$ cat src/rtl/regfile_2r1w.sv
// Two-read / one-write register file with optional write-to-read forwarding,
// per-register write protection and out-of-range address handling.
module regfile_2r1w #(
  parameter int unsigned      WIDTH   = 8,
  parameter int unsigned      DEPTH   = 8,
  parameter int unsigned      ADDR    = 3,
  parameter bit               BYPASS  = 1'b1,
  parameter logic [DEPTH-1:0] RO_MASK = '0
) (
  input  logic                   CLK,
  input  logic                   RST,
  input  logic                   WrEn,
  input  logic [ADDR-1:0]        WrAddr,
  input  logic [WIDTH-1:0]       WrData,
  input  logic                   RdEnA,
  input  logic [ADDR-1:0]        RdAddrA,
  output logic [WIDTH-1:0]       RdDataA,
  output logic                   RdDataA_VLD,
  input  logic                   RdEnB,
  input  logic [ADDR-1:0]        RdAddrB,
  output logic [WIDTH-1:0]       RdDataB,
  output logic                   RdDataB_VLD,
  output logic                   WrErr,
  output logic [WIDTH*DEPTH-1:0] REGS
);

  localparam int unsigned SLOTS = 1 << ADDR;

  logic [WIDTH-1:0] regs_q [DEPTH];
  logic [WIDTH-1:0] regs_d [DEPTH];

  // Every encodable address gets a slot; slots past DEPTH read as zero and
  // never accept a write, so lookups need no separate range compare.
  logic [SLOTS-1:0] wr_ok;
  logic [WIDTH-1:0] rd_view [SLOTS];
  logic             wr_accept;
  logic             wr_err_q;

  generate
    for (genvar gi = 0; gi < SLOTS; gi++) begin : g_slot
      if (gi < DEPTH) begin : g_live
        assign wr_ok[gi]   = ~RO_MASK[gi];
        assign rd_view[gi] = regs_q[gi];
      end else begin : g_hole
        assign wr_ok[gi]   = 1'b0;
        assign rd_view[gi] = '0;
      end
    end
  endgenerate

  assign wr_accept = WrEn & wr_ok[WrAddr];

  always_comb begin
    for (int i = 0; i < DEPTH; i++) begin
      regs_d[i] = regs_q[i];
      if (wr_accept && (WrAddr == ADDR'(i))) begin
        regs_d[i] = WrData;
      end
    end
  end

  always_ff @(posedge CLK) begin
    if (RST) begin
      for (int i = 0; i < DEPTH; i++) begin
        regs_q[i] <= (i == DEPTH - 1) ? '1 : '0;
      end
    end else begin
      for (int i = 0; i < DEPTH; i++) begin
        regs_q[i] <= regs_d[i];
      end
    end
  end

  always_ff @(posedge CLK) begin
    if (RST) begin
      wr_err_q <= 1'b0;
    end else begin
      wr_err_q <= WrEn & ~wr_accept;
    end
  end

  generate
    for (genvar gi = 0; gi < DEPTH; gi++) begin : g_flat
      assign REGS[gi*WIDTH +: WIDTH] = regs_q[gi];
    end
  endgenerate

  // Read ports are identical; index 0 is port A, index 1 is port B.
  logic            rd_en   [2];
  logic [ADDR-1:0] rd_addr [2];

  assign rd_en[0]   = RdEnA;
  assign rd_en[1]   = RdEnB;
  assign rd_addr[0] = RdAddrA;
  assign rd_addr[1] = RdAddrB;

  generate
    for (genvar gi = 0; gi < 2; gi++) begin : g_port
      logic [WIDTH-1:0] data_d;
      logic [WIDTH-1:0] data_q;
      logic             vld_q;
      logic             hit;

      // Only accepted writes can hit, so rejected data is never forwarded.
      assign hit    = BYPASS && wr_accept && (rd_addr[gi] == WrAddr);
      assign data_d = hit ? WrData : rd_view[rd_addr[gi]];

      always_ff @(posedge CLK) begin
        if (RST) begin
          data_q <= '0;
          vld_q  <= 1'b0;
        end else begin
          vld_q <= rd_en[gi];
          if (rd_en[gi]) begin
            data_q <= data_d;
          end
        end
      end
    end
  endgenerate

  assign RdDataA     = g_port[0].data_q;
  assign RdDataA_VLD = g_port[0].vld_q;
  assign RdDataB     = g_port[1].data_q;
  assign RdDataB_VLD = g_port[1].vld_q;
  assign WrErr       = wr_err_q;

endmodule

$ cat config.mk
export PLATFORM = sky130hd
export DESIGN_NAME = regfile_2r1w
export DESIGN_NICKNAME = d
export VERILOG_FILES = /design/src/rtl/regfile_2r1w.sv
export SDC_FILE = /design/constraint.sdc
export NUM_CORES = 1
export LEC_CHECK = 0
export ABC_AREA = 1
export BUFFER_PORTS_ARGS = -buffer_cell sky130_fd_sc_hd__clkbuf_2
export CAP_MARGIN = 30
export CORE_UTILIZATION = 35
export DETAILED_ROUTE_END_ITERATION = 10
export PLACE_DENSITY_LB_ADDON = 0.15
export SYNTH_ARGS = -nofsm -noshare
export SYNTH_HDL_FRONTEND = slang
export SYNTH_SLANG_ARGS = --single-unit
$ cat constraint.sdc
create_clock -name CLK -period 2.7 [get_ports CLK]
set_input_delay 0.54 -clock CLK [delete_from_list [all_inputs] [get_ports CLK]]
set_output_delay 0.54 -clock CLK [all_outputs]
set_load 0.01 [all_outputs]
==> metrics.yaml <==
track_usage: 0.2340
finalClockSkew_ps: 7.505
port_buffers: 103
synthesis.area_mm2: 0.004257
synth.area.top_cells: "dfxtp_1, o21ai_0, nand2_1"
numCtsBuffers: 9
cts-resized-gates: 0
synth.most_common_cell: "nand2_1"
htree_levels: 3
cts_tree: "built"
hold_violations: 0
wire_per_inst_um: 16.93
initial_core_util: 0.3665
crit_fanout: 21
antenna_cells: 0
period_needed_ps: 1783
slew_viol_final: 0
drt.antenna.violating_nets: 0
cp-start-kind: "input port"
fmax_mhz: 560.8
cp.required_ps: 2980
finalSetupTns_ps: 0
fp-row-count: 39
fin_nets: 726
clk_pin_slew_ps: 60
yosys_register_bits: 82
io_pins: 105
synth_cell_types: 23
clock_path_buffers: 2
fp.dieH_um: 112.3
multiInputGateArea_mm2: 0.002161
synth-seq-area-share: 0.3857
cts.hold.buffers_added: 0
synth_top_area_share: 0.3857
setup_viol_count_final: 0
root_buffer: "clkbuf_16"
avgSynthCellArea_um2: 6.821
design_area_mm2: 0.005056
syn_to_final_growth_pct: 18.78
yosysTopAreaCell: "dfxtp_1"
rsz0062_at_grt: "false"
viasPerCell: 5.347
status: "complete, but fails checks"
drcViolationCount: 8
tightest_slew_ps: 704.8
chipWidth_um: 112.3
coreArea_mm2: 0.01161
place_hpwl_um: 10570
fin_crit_sh: 0.6604
violations: "design-rule violations"
drive_gt1_frac: 0.2147
maxCapViolations: 0
fin_util: 0.4354
grt_max_degree: 42
die_area_mm2: 0.01261
drt_wl_total_um: 14410
vias: 4550
crit_path_cell_trace: "clkbuf_2 > inv_2 > nand2_1 > nand2_1 > nor2_4 > nand2_2 > o21ai_0 > inv_1 > a21oi_1"
cts_setup_buffers: 0
dpl_cell_area_mm2: 0.004770
cp-end-kind: "register"
seq_area_mm2: 0.001642
place_congestion: 0.8964
synth-main-ff-cell: "dfxtp_1"
grt_pass1_wl_um: 22610
p_leak_nw: 2.314
dr.first_iter.drc_count: 418
fillers: 1223
max_stage_delay_ps: 330
max-vdd-ir-drop_uv: 366.6
cpMaxStageDelayCell: "clkbuf_2"
syn_nets: 646
arrival_ps: 2060
cpMostUsedCell: "nand2_1"
async_reset_ff_frac: 0
synth_cells: 624
synth.top_cells.by_count: "nand2_1, o21ai_0, nand3_1"
synth_warnings: 0
power_density_mw_per_mm2: 587.4
first_pass_iters: 8
maxSlewHeadroom: 0.5296
insertion_delay_ps: 340
first_global_vias: 3995
grt_overflow_total: 0
hp-class: "input port to register"
crit_type: "input port to register"
cts_sinks: 82
synth_edf_count: 0
antenna_found_initial: 0
## where the power goes
group	switching (W)	internal, W	total (W)
sequential	0.0000494	0.00126	0.00131
clock	0.000481	0.000734	0.00121
combinational	0.000297	0.000146	0.000443
total	0.000827	0.00214	0.00297
## routing by layer
metal	vias to the layer above	part of all wire	global-route usage	wire length [µm]
met5	-	0	0	0
li1	2270	-	-	-
met4	0	0.016	0.07911	225
met1	2088	0.49	0.3462	7037
met2	177	0.43	0.3416	6127
met3	15	0.071	0.03942	1020
## worst max-delay path: cells and delay by family
family | cells | cell delay [ps]
simple gates | 4 | 540
buf+inv | 3 | 670
compound gates | 2 | 310
## layout by cell type, fill, tap and decap left out, types with 2 or more instances in the layout
cell type  count
clkbuf_16      9
nor2_4         3
clkinv_2       2
o21ai_2        4
clkbuf_2     103
nor2_1        28
clkbuf_1       2
a21oi_2        4
dfxtp_1       82
nand2_2        4
buf_4          8
nand2_1      116
inv_1         41
nor2_2         7
o211ai_1      23
a21oi_1       79
inv_2          5
o21ai_1        2
clkinv_1       9
nand3_1       84
o21ai_0       89
## flip-flops by register name (all words and copies together), names as in the netlist
name         count
RdDataA          8
RdDataA_VLD      1
RdDataB          8
RdDataB_VLD      1
regs_q          64
## area by class of cell
type / instances / area share
clock buffer: 12 / 0.04875
clock inverter: 3 / 0.007919
inverter: 56 / 0.04207
multi-input combinational: 444 / 0.4274
sequential: 82 / 0.3247
tap: 143 / 0.03539
timing repair buffer: 111 / 0.1138
## through the flow
stage	power, W	std cells	hold WS [ps]	setup WS, ps
floorplan	0.001620	624	487.3	1225
global placement	0.001770	836	456.8	650.6
detailed placement	0.001778	836	458.9	564.7
CTS	0.002990	851	425.1	923.4
global route	0.003099	851	442.0	758.1
finish	0.002970	851	430.9	917.0
## worst paths after layout
check	startpoint	endpoint	slack, ps	cells after the start
max	RdAddrA[0]	RdDataA[6]	920	9
min	WrData[3]	regs_q[1][27]	430	3
max reg2reg	regs_q[0][14]	RdDataA[6]	1550	6
min reg2reg	RdDataA[5]	RdDataA[5]	470	2
## cells by family after synthesis
logic type | synth area share
other cells | 0.0008810
buf+inv | 0.1067
compound gates | 0.2569
simple gates | 0.2499
flops | 0.3857
No activity file was read; power rests on OpenSTA's default activity.
